$ cat config.mk
export PLATFORM = sky130hd
export DESIGN_NAME = pellet_ctrl
export DESIGN_NICKNAME = d
export VERILOG_FILES = /design/src/rtl/pacman_pkg.sv /design/src/rtl/pellet_ram.sv /design/src/rtl/pellet_ctrl.sv
export SDC_FILE = /design/constraint.sdc
export NUM_CORES = 2
export LEC_CHECK = 0
export ABC_AREA = 0
export BUFFER_PORTS_ARGS = -buffer_cell sky130_fd_sc_hd__clkbuf_2
export CORE_MARGIN = 4
export CORE_UTILIZATION = 40
export CTS_CLUSTER_SIZE = 8
export DETAILED_ROUTE_END_ITERATION = 10
export PLACE_DENSITY_LB_ADDON = 0.08
export SETUP_SLACK_MARGIN = 0.3
export SYNTH_ARGS = -nofsm -noshare
export SYNTH_HDL_FRONTEND = slang
export SYNTH_SLANG_ARGS = --single-unit
$ cat constraint.sdc
create_clock -name clk -period 16.9 [get_ports clk]
set_clock_uncertainty 0.15 [all_clocks]
set_input_delay 1.69 -clock clk [delete_from_list [all_inputs] [get_ports clk]]
set_output_delay 1.69 -clock clk [all_outputs]
set_load 0.02 [all_outputs]
$ cat src/rtl/pacman_pkg.sv
// Shared maze constants, pellet/state types and the level-start pellet layout ROM.
package pacman_pkg;

    localparam int MAP_W  = 28;
    localparam int MAP_H  = 31;
    localparam int N      = MAP_W * MAP_H;
    localparam int ADDR_W = 10;

    typedef enum logic [1:0] {
        PEL_NONE  = 2'd0,
        PEL_SMALL = 2'd1,
        PEL_LARGE = 2'd2
    } pellet_t;

    typedef enum logic [1:0] {
        ST_REFILL,
        ST_IDLE,
        ST_EAT_RD,
        ST_EAT_WR
    } ctrl_state_t;

    typedef logic [N-1:0][1:0] rom_t;

    // Power pellets in the four corners; columns 13/14 are the empty centre corridor.
    function automatic pellet_t layout(input int x, input int y);
        if ((x == 0 || x == MAP_W - 1) && (y == 2 || y == 23)) return PEL_LARGE;
        if (x == 13 || x == 14) return PEL_NONE;
        if ((y % 3) == 0 || (x % 3) == 1) return PEL_SMALL;
        return PEL_NONE;
    endfunction

    function automatic rom_t build_rom();
        rom_t r;
        r = '0;
        for (int y = 0; y < MAP_H; y++) begin
            for (int x = 0; x < MAP_W; x++) begin
                r[y * MAP_W + x] = layout(x, y);
            end
        end
        return r;
    endfunction

    localparam rom_t PELLET_ROM = build_rom();

    function automatic int count_rom();
        int c;
        c = 0;
        for (int i = 0; i < N; i++) begin
            if (PELLET_ROM[i] != 2'd0) c++;
        end
        return c;
    endfunction

    localparam int PELLET_TOTAL = count_rom();

    function automatic logic tile_in_range(input logic [4:0] x, input logic [4:0] y);
        return (x < 5'(MAP_W)) && (y < 5'(MAP_H));
    endfunction

    function automatic logic [ADDR_W-1:0] tile_addr(input logic [4:0] x, input logic [4:0] y);
        return ADDR_W'(y) * ADDR_W'(MAP_W) + ADDR_W'(x);
    endfunction

endpackage

$ cat src/rtl/pellet_ram.sv
// N x 2-bit dual-port map RAM: port A read-only, port B read/write, registered reads.
module pellet_ram
    import pacman_pkg::*;
(
    input  logic              clk,
    input  logic [ADDR_W-1:0] a_addr,
    output logic [1:0]        a_rdata,
    input  logic [ADDR_W-1:0] b_addr,
    input  logic              b_we,
    input  logic [1:0]        b_wdata,
    output logic [1:0]        b_rdata
);

    logic [1:0] mem_q [N];
    logic [1:0] a_rdata_q;
    logic [1:0] b_rdata_q;

    // NOTE: the array has no reset so it maps onto block RAM; contents come from the refill sweep.
    // Both ports share one process so a same-edge write leaves the old word on either read port.
    always_ff @(posedge clk) begin
        a_rdata_q <= mem_q[a_addr];
        b_rdata_q <= mem_q[b_addr];
        if (b_we) begin
            mem_q[b_addr] <= b_wdata;
        end
    end

    assign a_rdata = a_rdata_q;
    assign b_rdata = b_rdata_q;

endmodule

$ cat src/rtl/pellet_ctrl.sv
// Live pellet map owner: ROM refill sweep, renderer read port and eat read-modify-write.
module pellet_ctrl
    import pacman_pkg::*;
(
    input  logic       clk,
    input  logic       rst,
    input  logic       level_start,
    input  logic [4:0] gfx_x,
    input  logic [4:0] gfx_y,
    output logic [1:0] gfx_pellet,
    input  logic       eat_req,
    input  logic [4:0] eat_x,
    input  logic [4:0] eat_y,
    output logic       eat_ack,
    output logic       eat_hit,
    output logic [1:0] eat_type,
    output logic [9:0] pellets_left,
    output logic       busy,
    output logic       level_clear
);

    localparam logic [ADDR_W-1:0] LAST_ADDR = ADDR_W'(N - 1);

    ctrl_state_t       state_q, state_d;
    logic [ADDR_W-1:0] addr_q, addr_d;
    logic [ADDR_W-1:0] count_q, count_d;
    logic [9:0]        pellets_q, pellets_d;
    logic [ADDR_W-1:0] eat_addr_q, eat_addr_d;
    logic              pending_q, pending_d;
    logic              oor_ack_q, oor_ack_d;
    logic              clear_q, clear_d;
    logic              gfx_valid_q, gfx_valid_d;

    logic [ADDR_W-1:0] gfx_addr;
    logic [1:0]        gfx_rdata;
    logic [ADDR_W-1:0] b_addr;
    logic              b_we;
    logic [1:0]        b_wdata;
    logic [1:0]        b_rdata;
    logic [1:0]        rom_val;
    logic              wr_ack, wr_hit;
    logic [1:0]        wr_type;
    logic              gfx_in;

    assign busy   = (state_q == ST_REFILL);
    assign gfx_in = tile_in_range(gfx_x, gfx_y);
    // Out-of-range coordinates are steered to tile 0 so the RAM index always stays inside N.
    assign gfx_addr    = gfx_in ? tile_addr(gfx_x, gfx_y) : '0;
    assign gfx_valid_d = gfx_in && !busy;
    assign rom_val     = PELLET_ROM[addr_q];

    pellet_ram u_ram (
        .clk     (clk),
        .a_addr  (gfx_addr),
        .a_rdata (gfx_rdata),
        .b_addr  (b_addr),
        .b_we    (b_we && !rst),
        .b_wdata (b_wdata),
        .b_rdata (b_rdata)
    );

    // NOTE: every combinational output gets a default first so no path can infer a latch.
    always_comb begin
        state_d    = state_q;
        addr_d     = addr_q;
        count_d    = count_q;
        pellets_d  = pellets_q;
        eat_addr_d = eat_addr_q;
        pending_d  = pending_q;
        oor_ack_d  = 1'b0;
        clear_d    = 1'b0;
        b_addr     = addr_q;
        b_we       = 1'b0;
        b_wdata    = 2'd0;
        wr_ack     = 1'b0;
        wr_hit     = 1'b0;
        wr_type    = 2'd0;

        case (state_q)
            ST_REFILL: begin
                b_we    = 1'b1;
                b_wdata = rom_val;
                count_d = count_q + ADDR_W'(rom_val != 2'd0);
                addr_d  = addr_q + ADDR_W'(1);
                if (level_start) begin
                    addr_d  = '0;
                    count_d = '0;
                end else if (addr_q == LAST_ADDR) begin
                    pellets_d = count_d;
                    addr_d    = '0;
                    state_d   = ST_IDLE;
                end
            end

            ST_IDLE: begin
                if (level_start || pending_q) begin
                    state_d   = ST_REFILL;
                    addr_d    = '0;
                    count_d   = '0;
                    pellets_d = '0;
                    pending_d = 1'b0;
                end else if (eat_req) begin
                    if (tile_in_range(eat_x, eat_y)) begin
                        eat_addr_d = tile_addr(eat_x, eat_y);
                        state_d    = ST_EAT_RD;
                    end else begin
                        oor_ack_d = 1'b1;
                    end
                end
            end

            ST_EAT_RD: begin
                b_addr  = eat_addr_q;
                state_d = ST_EAT_WR;
                if (level_start) pending_d = 1'b1;
            end

            ST_EAT_WR: begin
                b_addr = eat_addr_q;
                wr_ack = 1'b1;
                if (b_rdata != 2'd0) begin
                    b_we      = 1'b1;
                    wr_hit    = 1'b1;
                    wr_type   = b_rdata;
                    pellets_d = pellets_q - 10'd1;
                    clear_d   = (pellets_q == 10'd1);
                end
                if (level_start) pending_d = 1'b1;
                state_d = ST_IDLE;
            end

            default: state_d = ST_REFILL;
        endcase
    end

    // NOTE: sequential state uses non-blocking assignments so every flop sees pre-edge values.
    always_ff @(posedge clk) begin
        if (rst) begin
            state_q     <= ST_REFILL;
            addr_q      <= '0;
            count_q     <= '0;
            pellets_q   <= '0;
            eat_addr_q  <= '0;
            pending_q   <= 1'b0;
            oor_ack_q   <= 1'b0;
            clear_q     <= 1'b0;
            gfx_valid_q <= 1'b0;
        end else begin
            state_q     <= state_d;
            addr_q      <= addr_d;
            count_q     <= count_d;
            pellets_q   <= pellets_d;
            eat_addr_q  <= eat_addr_d;
            pending_q   <= pending_d;
            oor_ack_q   <= oor_ack_d;
            clear_q     <= clear_d;
            gfx_valid_q <= gfx_valid_d;
        end
    end

    // Reset also masks the in-flight eat response so an aborted request never acknowledges.
    assign eat_ack      = !rst && (wr_ack || oor_ack_q);
    assign eat_hit      = !rst && wr_hit;
    assign eat_type     = rst ? 2'd0 : wr_type;
    assign pellets_left = pellets_q;
    assign level_clear  = clear_q;
    assign gfx_pellet   = gfx_valid_q ? gfx_rdata : 2'd0;

endmodule

==> summary.txt <==
Status
  – Status: finished with violations
  – Failing checks: capacitance limit, slew limit

Clocking
  – CTS tree: yes
  – Worst skew pair latency: 0.93 ns
  – Post-CTS setup buffers: 0
  – Clock slew at reported path FFs: 0.05 ns
  – Max clock buf depth: 4
  – Total CTS buffers: 274
  – # clock sinks: 1788
  – CTS root buf: clkbuf_16
  – Post-CTS Resized: 0
  – Post-CTS Hold Buffers: 0
  – H-tree levels: 5

Placed design
  – Port Buf Inserts: 41
  – Detailed placement HPWL: 248000 um
  – Placer Congestion: 0.934
  – Pre-CTS WS: 8.73 ns
  – Post-placement cell count: 9783

Synthesis
  – Synth cell types: 99
  – Most frequent cell after synthesis: edfxtp_1
  – Most frequent cells after synthesis: 1736 x edfxtp_1, 1068 x nor2_1, 545 x a22oi_1
  – Count of state elements after synthesis: 1788
  – Syn Area/Cell: 12.0 sq um
  – Syn nets: 7390
  – Number of flops mapped to enable cells by yosys: 1736
  – Synth area leaders: edfxtp_1 60%, a22oi_1 4.7%, nor2_1 4.6%
  – Register area share after synthesis: 60.7%
  – Ys Warns: 0
  – Post-synth top area cell: edfxtp_1
  – Area share of the largest cell type after synthesis: 59.5%
  – Async SR Flop Fraction: 0%
  – Post-Synthesis Cells: 7317
  – Synth Flop Type: edfxtp_1
  – Post-synthesis cell area: 87600 sq um

Pwr
  – Overall Power: 11.8 mW
  – VDD IR max: 0.108 mV
  – Leakage: 31.3 nW
  – Pwr dens: 119 nW/um^2

GRT
  – Pin count of the biggest net entering global routing: 221
  – Vias in the first global route: 70400
  – GRT Total Usage: 36.3%
  – Global route overflow: 0
  – Antenna violations before repair: 39
  – First-pass GRT wire length: 576000 um

Die
  – # IOs: 42
  – Starting Density: 40.3%
  – Die width: 476 um
  – FP Rows: 171
  – Core Area: 217000 sq um
  – Die Area: 226000 sq um
  – Die H: 476 um

Final layout
  – Nets: 7278
  – Filler-free cell count of the finished design: 10100
  – Share of cells above drive strength 1: 11.9%
  – Final core utilization: 45.3%
  – Area Growth Syn to Fin: 12.4%

Timing
  – Fin crit share: 45.7%
  – Unrepaired setup endpoints after global routing: false
  – Worst slew margin: -3.94%
  – Max Fclk: 0.129 GHz
  – Count of final hold-check violations: 0
  – Worst Slack Setup Final: 9.18 ns
  – Setup TNS: 0 ns
  – Tightest Pin Transition: 1.55 ns
  – Post-layout min period: 7.72 ns
  – Final setup fails: 0
  – Slew Limit Fails: 3

Worst setup path
  – CP arrival: 8.32 ns
  – Worst setup path category: in2reg
  – CP startpoint kind: input pin
  – Req. time, crit path: 17.49 ns
  – Crit path max fanout: 86
  – Crit. End Element: register

Routing
  – Post-DR wirelength/cell: 41.8 um
  – First-pass detailed-route iteration total: 7
  – Via count: 74000
  – Via density per instance: 7.31
  – Final ANT Viol Nets: 0
  – Initial DRC count: 13000
  – Final WL: 423000 um
  – DRC Markers: 0

Job
  – Max Cap Viol: 2

Min path
  – HP Class: reg2reg
==> worst max-delay path: stages <==
cell and delay, ns:
clkbuf_2 0.15, ha_4 0.60, buf_4 0.60, buf_4 0.71, buf_4 0.75, nand2b_4 0.60
buf_12 0.51, nor2_1 0.18, a2111oi_0 0.09, a211oi_1 0.31, nor4_1 0.20, or4b_1 0.49
a211oi_1 1.00, o31ai_1 0.20
==> metal layers <==
metal  vias up  track usage [%]  share of wire [%]
met5         -                0              0.035
met4        24             22.3                7.1
met3      1480             11.5                 13
met2      6141             52.3                 42
met1     37400             47.6                 38
li1      28900                -                  -
==> final timing paths <==
| check | slack (ns) | cells past startpoint | start | endpoint |
|---|---|---|---|---|
| max | 9.18 | 14 | gfx_y[0] | u_ram.a_rdata[1] |
| min | 0.32 | 2 | count_q[0] | count_q[0] |
| min reg2reg | 0.32 | 2 | count_q[0] | count_q[0] |
| max reg2reg | 9.61 | 12 | state_q[0] | u_ram.b_rdata[1] |
==> stage by stage <==
step	hold slack (ns)	cell area, sq um
2_1_floorplan	0.286	87600
3_3_place_gp	0.293	91300
3_5_place_dp	0.309	91300
4_1_cts	0.316	98400
5_1_grt	0.330	98400
6_report	0.318	98500
==> logic make-up (layout without fill, tap and decap cells) <==
kind of cell	after synthesis	in the layout	synth area share [%]
AND/OR/NAND/NOR	1994	1994	10.1
buffers and inverters	754	670	3.64
multiplexers	379	379	5.04
AO/OA/AOI/OAI	2324	2324	19.3
flip-flops	1788	1788	60.7
adder cells (fa/ha/maj)	49	49	0.803
XOR/XNOR	29	29	0.306
other	0	29	0
==> power breakdown <==
part,leakage [nW],internal (mW),switching [mW]
Clock,3.49,2.91,1.93
Combinational,10.5,0.499,1.52
Sequential,17.3,4.89,0.00885
Total,31.3,8.29,3.47
==> final cells by class <==
cell class | instances | area (sq um)
antenna | 29 | 72.6
clock buffer | 298 | 7030
clock inverter | 6 | 77.6
fill | 19900 | 119000
inverter | 51 | 194
multi-input combinational | 4775 | 31900
sequential | 1788 | 53200
tap | 2854 | 3570
timing repair buffer | 315 | 2460
==> cell usage in the layout, fill, tap and decap left out, types with 24 or more instances in the layout <==
cell type / netlist / layout
o21ai_0: 151 / 150
diode_2: 0 / 29
a221oi_1: 249 / 249
a22oi_1: 545 / 545
clkbuf_16: 0 / 278
nor2_1: 1068 / 1062
mux4_2: 40 / 40
mux2_2: 89 / 89
a21oi_1: 419 / 419
clkbuf_2: 0 / 39
dfxtp_1: 52 / 52
a22o_1: 205 / 205
a31oi_1: 43 / 43
or3_1: 24 / 24
a211oi_1: 100 / 100
mux2i_1: 248 / 246
and3_1: 31 / 28
nor3_1: 130 / 120
nand3_4: 0 / 27
nand3_1: 140 / 106
nand4_1: 42 / 42
buf_4: 26 / 260
o221ai_1: 83 / 83
o22ai_1: 159 / 159
ha_1: 37 / 36
nor4_1: 105 / 103
a2111oi_0: 40 / 39
inv_1: 47 / 46
edfxtp_1: 1736 / 1736
nand2b_1: 39 / 37
nand2_1: 291 / 283
o211ai_1: 49 / 49
==> flip-flops by register name, summed over array words and instances, names as in the netlist <==
register       cells
u_ram.mem_q     1736
addr_q            10
count_q           10
eat_addr_q        10
pellets_left      10
rom_val            2
state_q            2
u_ram.a_rdata      2
u_ram.b_rdata      2
gfx_valid_q        1
level_clear        1
oor_ack_q          1
pending_q          1
No activity file was read; power rests on OpenSTA's default activity.
